### config.mk
export PLATFORM = sky130hd
export DESIGN_NAME = universal_shift_reg
export DESIGN_NICKNAME = d
export VERILOG_FILES = /design/src/rtl/universal_shift_reg.sv
export SDC_FILE = /design/constraint.sdc
export NUM_CORES = 1
export LEC_CHECK = 0
export CORE_MARGIN = 4
export CORE_UTILIZATION = 25
export CTS_BUF_LIST = sky130_fd_sc_hd__clkbuf_16
export DETAILED_ROUTE_END_ITERATION = 12
export GPL_TIMING_DRIVEN = 0
export HOLD_SLACK_MARGIN = 0.1
export PLACE_DENSITY = 0.57
export SETUP_SLACK_MARGIN = 0.02
export SLEW_MARGIN = 30
export SYNTH_ARGS = -nofsm -noshare
export SYNTH_HDL_FRONTEND = slang
export SYNTH_SLANG_ARGS = --single-unit
export TNS_END_PERCENT = 100
### constraint.sdc
create_clock -name clk -period 2.63 [get_ports clk]
set_input_delay 0.526 -clock clk [delete_from_list [all_inputs] [get_ports clk]]
set_output_delay 0.526 -clock clk [all_outputs]
set_load 0.005 [all_outputs]
### src/rtl/universal_shift_reg.sv
// Universal shift register with an automatic LSB-first parallel-in/serial-out
// transfer engine.
//
// state | meaning
// IDLE  | mode selects hold / shift right / shift left / load; start begins a transfer
// XFER  | shift right every edge, counting bits; last edge returns to IDLE and pulses done
//
// In XFER the serial input keeps shifting in from the top, so after a full
// transfer q holds the WIDTH sin samples with the earliest one in q[0].
module universal_shift_reg #(
  parameter int WIDTH = 8
) (
  input  logic             clk,
  input  logic             rst_n,
  input  logic [WIDTH-1:0] d,
  input  logic [1:0]       mode,
  input  logic             sin,
  input  logic             start,
  output logic [WIDTH-1:0] q,
  output logic             sout,
  output logic             busy,
  output logic             done
);

  localparam int CW = $clog2(WIDTH);
  localparam logic [CW-1:0] LAST = CW'(WIDTH - 1);

  typedef enum logic {
    IDLE = 1'b0,
    XFER = 1'b1
  } state_t;

  state_t           state;
  state_t           state_nxt;
  logic [CW-1:0]    cnt;
  logic [CW-1:0]    cnt_nxt;
  logic [WIDTH-1:0] q_nxt;
  logic             busy_nxt;
  logic             done_nxt;

  // Serial output is always the current LSB; it follows reset combinationally.
  assign sout = q[0];

  // State, data, counter and flag registers; reset clears everything at once.
  always_ff @(posedge clk or negedge rst_n) begin
    if (!rst_n) begin
      state <= IDLE;
      cnt   <= '0;
      q     <= '0;
      busy  <= 1'b0;
      done  <= 1'b0;
    end else begin
      state <= state_nxt;
      cnt   <= cnt_nxt;
      q     <= q_nxt;
      busy  <= busy_nxt;
      done  <= done_nxt;
    end
  end

  // Next-state and next-data logic; done defaults low so it can only pulse.
  always_comb begin
    state_nxt = state;
    cnt_nxt   = cnt;
    q_nxt     = q;
    busy_nxt  = busy;
    done_nxt  = 1'b0;
    case (state)
      IDLE: begin
        busy_nxt = 1'b0;
        if (start) begin
          // start wins over mode and is honoured even in the done cycle
          q_nxt     = d;
          cnt_nxt   = '0;
          busy_nxt  = 1'b1;
          state_nxt = XFER;
        end else begin
          case (mode)
            2'b00: q_nxt = q;
            2'b01: q_nxt = {sin, q[WIDTH-1:1]};
            2'b10: q_nxt = {q[WIDTH-2:0], sin};
            2'b11: q_nxt = d;
            default: q_nxt = q;
          endcase
        end
      end
      XFER: begin
        // mode and start are deliberately not looked at here
        q_nxt = {sin, q[WIDTH-1:1]};
        if (cnt == LAST) begin
          // wrap to zero rather than increment so unused codes stay unreachable
          cnt_nxt   = '0;
          busy_nxt  = 1'b0;
          done_nxt  = 1'b1;
          state_nxt = IDLE;
        end else begin
          cnt_nxt  = cnt + 1'b1;
          busy_nxt = 1'b1;
        end
      end
      default: begin
        state_nxt = IDLE;
        cnt_nxt   = '0;
        busy_nxt  = 1'b0;
      end
    endcase
  end

endmodule

==> results of run 1 <==
## cells by family (layout without fill, tap and decap cells)
family / count (synthesis) / in the layout / synth area share [%]
and+or+nand+nor: 24 / 24 / 14.1
buffers and inverters: 8 / 36 / 6.12
AOI/OAI and AO/OA: 31 / 31 / 32.1
adders and majority gates: 2 / 2 / 3.40
DFF: 13 / 13 / 44.2
## metal layers
metal	global-route usage, %	wire, um	up-vias
li1	-	-	348
met3	4.14	107	4
met4	4.88	34	0
met5	0	0	-
met1	13.1	885	335
met2	15.4	877	23
## stage by stage
| step | worst slack [ns] | power (uW) | instances |
|---|---|---|---|
| finish | 0.877 | 1180 | 137 |
| global route | 0.829 | 1280 | 137 |
| CTS | 0.864 | 1200 | 137 |
| detailed placement | 0.737 | 904 | 133 |
| global placement | 0.755 | 893 | 133 |
| floorplan | 1.39 | 654 | 78 |
## cell usage in the layout, fill, tap and decap left out, drive strengths merged
cell,n
clkdlybuf4s50,24
nand2,17
dfrtp,13
o21ai,6
a22oi,5
o211ai,5
o221a,5
nor2,4
inv,4
buf,4
a21oi,3
o22a,3
clkbuf,3
ha,2
clkinv,1
nor3,1
a21o,1
nand3,1
a32o,1
o22ai,1
and2b,1
a22o,1
## flip-flops by register name, summed over array words and instances (netlist names)
name,cells
state,1
done,1
cnt,3
q,8
## worst max-delay path: stages (launching register included)
cell             delay [ns]
dfrtp_1                0.39
buf_4                  0.12
clkdlybuf4s50_1        0.48
## power by group
part	switching [uW]	internal [uW]	total, uW	leakage (uW)
logic	179	311	490	0.000265
clock network	85.0	201	286	0.0000423
registers	113	296	409	0.000152
total	377	808	1180	0.000458
## final timing paths
kind	endpoint	slack, ns	cells after the start
min in group asynchronous	state	0.67	1
max reg2reg	q[7]	1.39	3
max in group asynchronous	q[3]	1.55	1
min	cnt[1]	0.50	1
min reg2reg	cnt[1]	0.50	1
max	q[0]	0.88	2
## final cells by class
type                       count  area [um2]  share of cell area, %
multi-input combinational     57         365                   33.4
timing repair buffer          24         240                   22.0
tap                           31        38.8                   3.55
clock inverter                 1        3.75                  0.343
inverter                       4        16.3                   1.49
buffer                         4        28.8                   2.63
clock buffer                   3        75.1                   6.86
sequential                    13         325                   29.7
==> metrics.md, run 1 <==
| Metric | Value |
|---|---|
| Core area | 2780 um2 |
| Post-synth EDFFs | 0 |
| Asr flop ratio synth | 100% |
| TNS Setup | 0 ns |
| CP endpoint kind | primary output |
| Input/output buffers | 24 |
| Fillcell total | 298 |
| Crit path max fanout | 4 |
| Initial antenna violation count | 0 |
| Die area | 3870 um2 |
| Post-CTS Resized | 0 |
| Chip height | 62.2 um |
| Worst-skew pair later-pin latency | 0.24 ns |
| Vias in the first global route | 702 |
| RSZ-0062 raised after global routing | no |
| # DRC | 0 |
| WP data required | 2.10 ns |
| Routed via count divided by cell count | 5.18 |
| Synth Register Bits | 13 |
| Post-Route WL | 1.91 mm |
| Post-synth top area share | 44.2% |
| Diode count | 0 |
| Global route overflow | 0 |
| Headroom to the max-slew limit | 58.4% |
| Setup crit start kind | flip-flop |
| Num CTS Buffers | 3 |
| Endpoints failing hold | 0 |
| Share of cells above drive strength 1 | 17.9% |
| Total Routing Usage GR | 10.4% |
| Tcrit/Tclk final | 66.7% |
| Clock tree root buffer cell | clkbuf_16 |
| CP Launch Point | q[0] |
| Final setup violation count | 0 |
| Initial Util | 26.5% |
| Worst Hold Class | flip-flop to flip-flop |
| Hold WS | 0.497 ns |
| Top Ports | 25 |
| Setup Crit Path Kind | flip-flop to primary output |
| Synthesized area | 736 um2 |
| Final core occ | 39.3% |
| Syn Area/Cell | 9.43 um2 |
| # H-tree levels | 1 |
| # clock sinks | 13 |
| Achievable Freq | 0.570 GHz |
| Synth Net Count | 94 |
| Antenna Violating Nets Remaining | 0 |
| Crit path time final | 1.75 ns |
| Count of cell types in the netlist | 22 |
| Area leader, netlist | dfrtp_1 |
| Post-route cell area | 1090 um2 |
| CTS tree | built |
| Synth warnings | 0 |
| Worst-Margin Slew | 0.622 ns |
| Synthesized instance count | 78 |
| Lkg Pwr | 0.000458 uW |
| First-pass GRT wire length | 3.24 mm |
| Area Overhead vs Synth | 48.6% |
| Arrival time at the worst endpoint | 1.23 ns |
| CTS clock-pin slew for the worst setup and hold paths | 0.05 ns |
| DP Area | 1010 um2 |
| Die W | 62.2 um |
| Worst hold start | cnt[1] |
| Pin count of the biggest net entering global routing | 14 |
| Hpwl dp | 1.41 mm |
| Count leader, synth | nand2_1 |
| Maxcap violations | 0 |
| Max VDD drop | 0.446 mV |
| GPL Wtd Cong | 0.759 |
| Pwr Density | 1080 nW/um2 |
| Hold-fix buffers, CTS | 0 |
| 1st-pass router iterations | 4 |
| Setup bufs post-CTS | 0 |
| Iter 0 DRT Violations | 26 |
| Pins Over Slew Limit | 0 |
| CTS max path bufs | 2 |
| Per-cell routed wire length | 13.9 um |
| Nets | 123 |
| Most used DFF post-synth | dfrtp_1 |
| Post-Route Skew | 0.00385 ns |
| RR Startpoint | state |
| Sequential area share after synthesis | 44.2% |
| Synth top area cells | dfrtp_1 (44%), nand2_1 (8.7%), o221a_2 (7.7%) |
| Status | completed |
| Row cnt | 19 |
| Vias | 710 |
| Top post-synthesis cells by count | nand2_1 (17), dfrtp_1 (13), o21ai_1 (6) |
Power figures use the tool's default switching activity.
==> run 2, diff against run 1 <==
==> constraint.sdc (replaced) <==
create_clock -name clk -period 1.8 [get_ports clk]
set_input_delay 0.36 -clock clk [delete_from_list [all_inputs] [get_ports clk]]
set_output_delay 0.36 -clock clk [all_outputs]
set_load 0.005 [all_outputs]
==> results of run 2 <==
Same layout as run 1 (identical final DEF). Status: completed.
Among the figures that moved: setup slack after placement 0.737 ns -> 0.0733 ns; setup slack after layout 0.877 ns -> 0.213 ns; register-to-register setup slack 1.39 ns -> 0.56 ns; total power 1180 uW -> 1730 uW; worst IR drop on VDD 0.446 mV -> 0.651 mV
==> run 3, diff against run 2 <==
--- a/config.mk
+++ b/config.mk
@@ -11,6 +11,7 @@
 export DETAILED_ROUTE_END_ITERATION = 12
 export GPL_TIMING_DRIVEN = 0
 export HOLD_SLACK_MARGIN = 0.1
+export MAX_ROUTING_LAYER = met4
 export PLACE_DENSITY = 0.57
 export SETUP_SLACK_MARGIN = 0.02
 export SLEW_MARGIN = 30
==> metrics.md, run 3 (same netlist as run 1, synthesis figures left out) <==
| Metric | Value |
|---|---|
| Pin count of the biggest net entering global routing | 14 (unchanged) |
| Gate power share | 41.3% (about the same) |
| WP buf/inv | 1 (-1) |
| Die area | 3870 um2 (unchanged) |
| Pwr Density | 1580 nW/um2 |
| Switch Pwr | 550 uW |
| Max FFs per register | 8 (unchanged) |
| Nets | 123 (unchanged) |
| CTS max path bufs | 2 (unchanged) |
| Placed insts | 133 (unchanged) |
| Hold-fix buffers, CTS | 0 (unchanged) |
| Initial antenna violation count | 0 (unchanged) |
| Area of the multi-input gates | 365 um2 (unchanged) |
| Commonest non-fill, non-tap cell in the layout | clkdlybuf4s50_1 |
| Num CTS Buffers | 3 (unchanged) |
| Setup Crit Path Kind | flip-flop to primary output |
| 1st-pass router iterations | 4 (unchanged) |
| # clock sinks | 13 (unchanged) |
| Sequential power share | 34.6% (about the same) |
| Tcrit/Tclk final | 88.1% |
| # DRC | 0 (unchanged) |
| Die W | 62.2 um (unchanged) |
| Lkg Pwr | 0.000458 uW (unchanged) |
| CP peak stage delay | 0.54 ns (+0.06 ns) |
| Core area | 2780 um2 (unchanged) |
| TNS Setup | 0 ns (unchanged) |
| Row cnt | 19 (unchanged) |
| Diode count | 0 (unchanged) |
| Most flops, register | q |
| Slowest CP cell | clkdlybuf4s50_1 |
| Clock power share | 24.1% (about the same) |
| CP endpoint kind | primary output |
| Biggest regs | q x8, cnt x3 |
| CP Cell Sequence | clkdlybuf4s50_1 |
| Area Overhead vs Synth | 48.6% (unchanged) |
| Vias in the first global route | 699 (-0.43%) |
| Headroom to the max-slew limit | 58.8% (+0.41 points) |
| WP data required | 1.44 ns |
| Clock tree root buffer cell | clkbuf_16 |
| Post-route cell area | 1090 um2 (unchanged) |
| Setup crit start kind | flip-flop |
| Total Routing Usage GR | 10.7% (+0.33 points) |
| Initial Util | 26.5% (unchanged) |
| Hpwl dp | 1.41 mm (unchanged) |
| Chip height | 62.2 um (unchanged) |
| Fillcell total | 298 (unchanged) |
| Post-CTS Resized | 0 (unchanged) |
| CTS tree | built |
| Crit path time final | 1.59 ns |
| Max VDD drop | 0.651 mV |
| Pins Over Slew Limit | 0 (unchanged) |
| Final setup violation count | 0 (unchanged) |
| Switch share | 31.8% |
| Worst Hold Class | input pin to async pin |
| Setup bufs post-CTS | 0 (unchanged) |
| Crit path max fanout | 6 (+2) |
| GPL Wtd Cong | 0.769 (+1.3%) |
| Routed via count divided by cell count | 5.14 (-0.85%) |
| # H-tree levels | 1 (unchanged) |
| Achievable Freq | 0.630 GHz |
| P_int | 1180 uW |
| Antenna Violating Nets Remaining | 0 (unchanged) |
| DP Area | 1010 um2 (unchanged) |
| Post-Route Skew | 0.00358 ns (-0.000271 ns) |
| Maxcap violations | 0 (unchanged) |
| RSZ-0062 raised after global routing | no |
| FF/Latch Area | 325 um2 (unchanged) |
| Endpoints failing hold | 0 (unchanged) |
| Hold WS | 0.496 ns (-0.000403 ns) |
| Vias | 704 (-0.85%) |
| Per-cell routed wire length | 14.0 um (+0.52%) |
| Iter 0 DRT Violations | 15 (-42%) |
| Global route overflow | 0 (unchanged) |
| Worst-skew pair later-pin latency | 0.24 ns (about the same) |
| Arrival time at the worst endpoint | 1.23 ns (about the same) |
| Worst-Margin Slew | 0.616 ns (-0.00610 ns) |
| Input/output buffers | 24 (unchanged) |
| Non-Filler Instances | 137 (unchanged) |
| Commonest cells after routing, fill and taps aside | clkdlybuf4s50_1 (24), nand2_1 (17), dfrtp_1 (13), o21ai_1 (6) |
| Post-Route WL | 1.92 mm (+0.52%) |
| Top Ports | 25 (unchanged) |
| First-pass GRT wire length | 3.27 mm (+0.83%) |
| Crit-path leading delay family | buffers and inverters |
| Share of cells above drive strength 1 | 17.9% (unchanged) |
| Status | completed |
| CTS clock-pin slew for the worst setup and hold paths | 0.05 ns (about the same) |
[run 3: cell counts in the layout (fill, tap and decap cells not counted)]
Identical to the previous run, type by type.
[run 3: through the flow]
stage	power (uW)	setup WS (ns)	utilization, %
6_report	1730	0.213	39.3
5_1_grt	1870	0.165	39.3
4_1_cts	1750	0.200	39.3
3_5_place_dp	1320	0.0733	36.5
3_3_place_gp	1310	0.0905	36.5
2_1_floorplan	956	0.644	-
[run 3: layer usage]
layer  routed length (um)  global-route usage (%)  part of all wire (%)
met1                  953                    13.8                    50
met2                  860                    15.3                    45
met3                   70                    3.42                   3.7
met4                   30                    4.88                   1.6
met5                    0                       -                     0
[run 3: layout make-up]
type	count	area share, %
clock buffers	3	6.86
clock inverters	1	0.343
well taps	31	3.55
multi-input cells	57	33.4
flip-flops and latches	13	29.7
inverters	4	1.49
plain buffers	4	2.63
repair buffers	24	22.0
[run 3: worst paths after layout]
check                         end  slack (ns)  cells after the start  startpoint
setup / recovery             busy        0.21                      1       state
hold / removal              state        0.50                      1       rst_n
setup reg to reg             q[7]        0.56                      3       state
hold reg to reg            cnt[1]        0.50                      1      cnt[1]
max in group asynchronous    q[6]        0.89                      1       rst_n
min in group clk           cnt[1]        0.50                      1      cnt[1]
[run 3: power groups by stage]
stage	Combinational [uW]	Sequential, uW	Clock [uW]
after CTS	729	595	424
after global placement	712	593	0
after floorplan	388	568	0
after global routing	801	623	443
after detailed placement	724	597	0
final	715	598	417
[run 3: worst reg2reg max path, cell delays in order (launching register included)]
cell and delay, ns:
dfrtp_1 0.44, inv_2 0.16, nand2_1 0.22, o221a_2 0.31
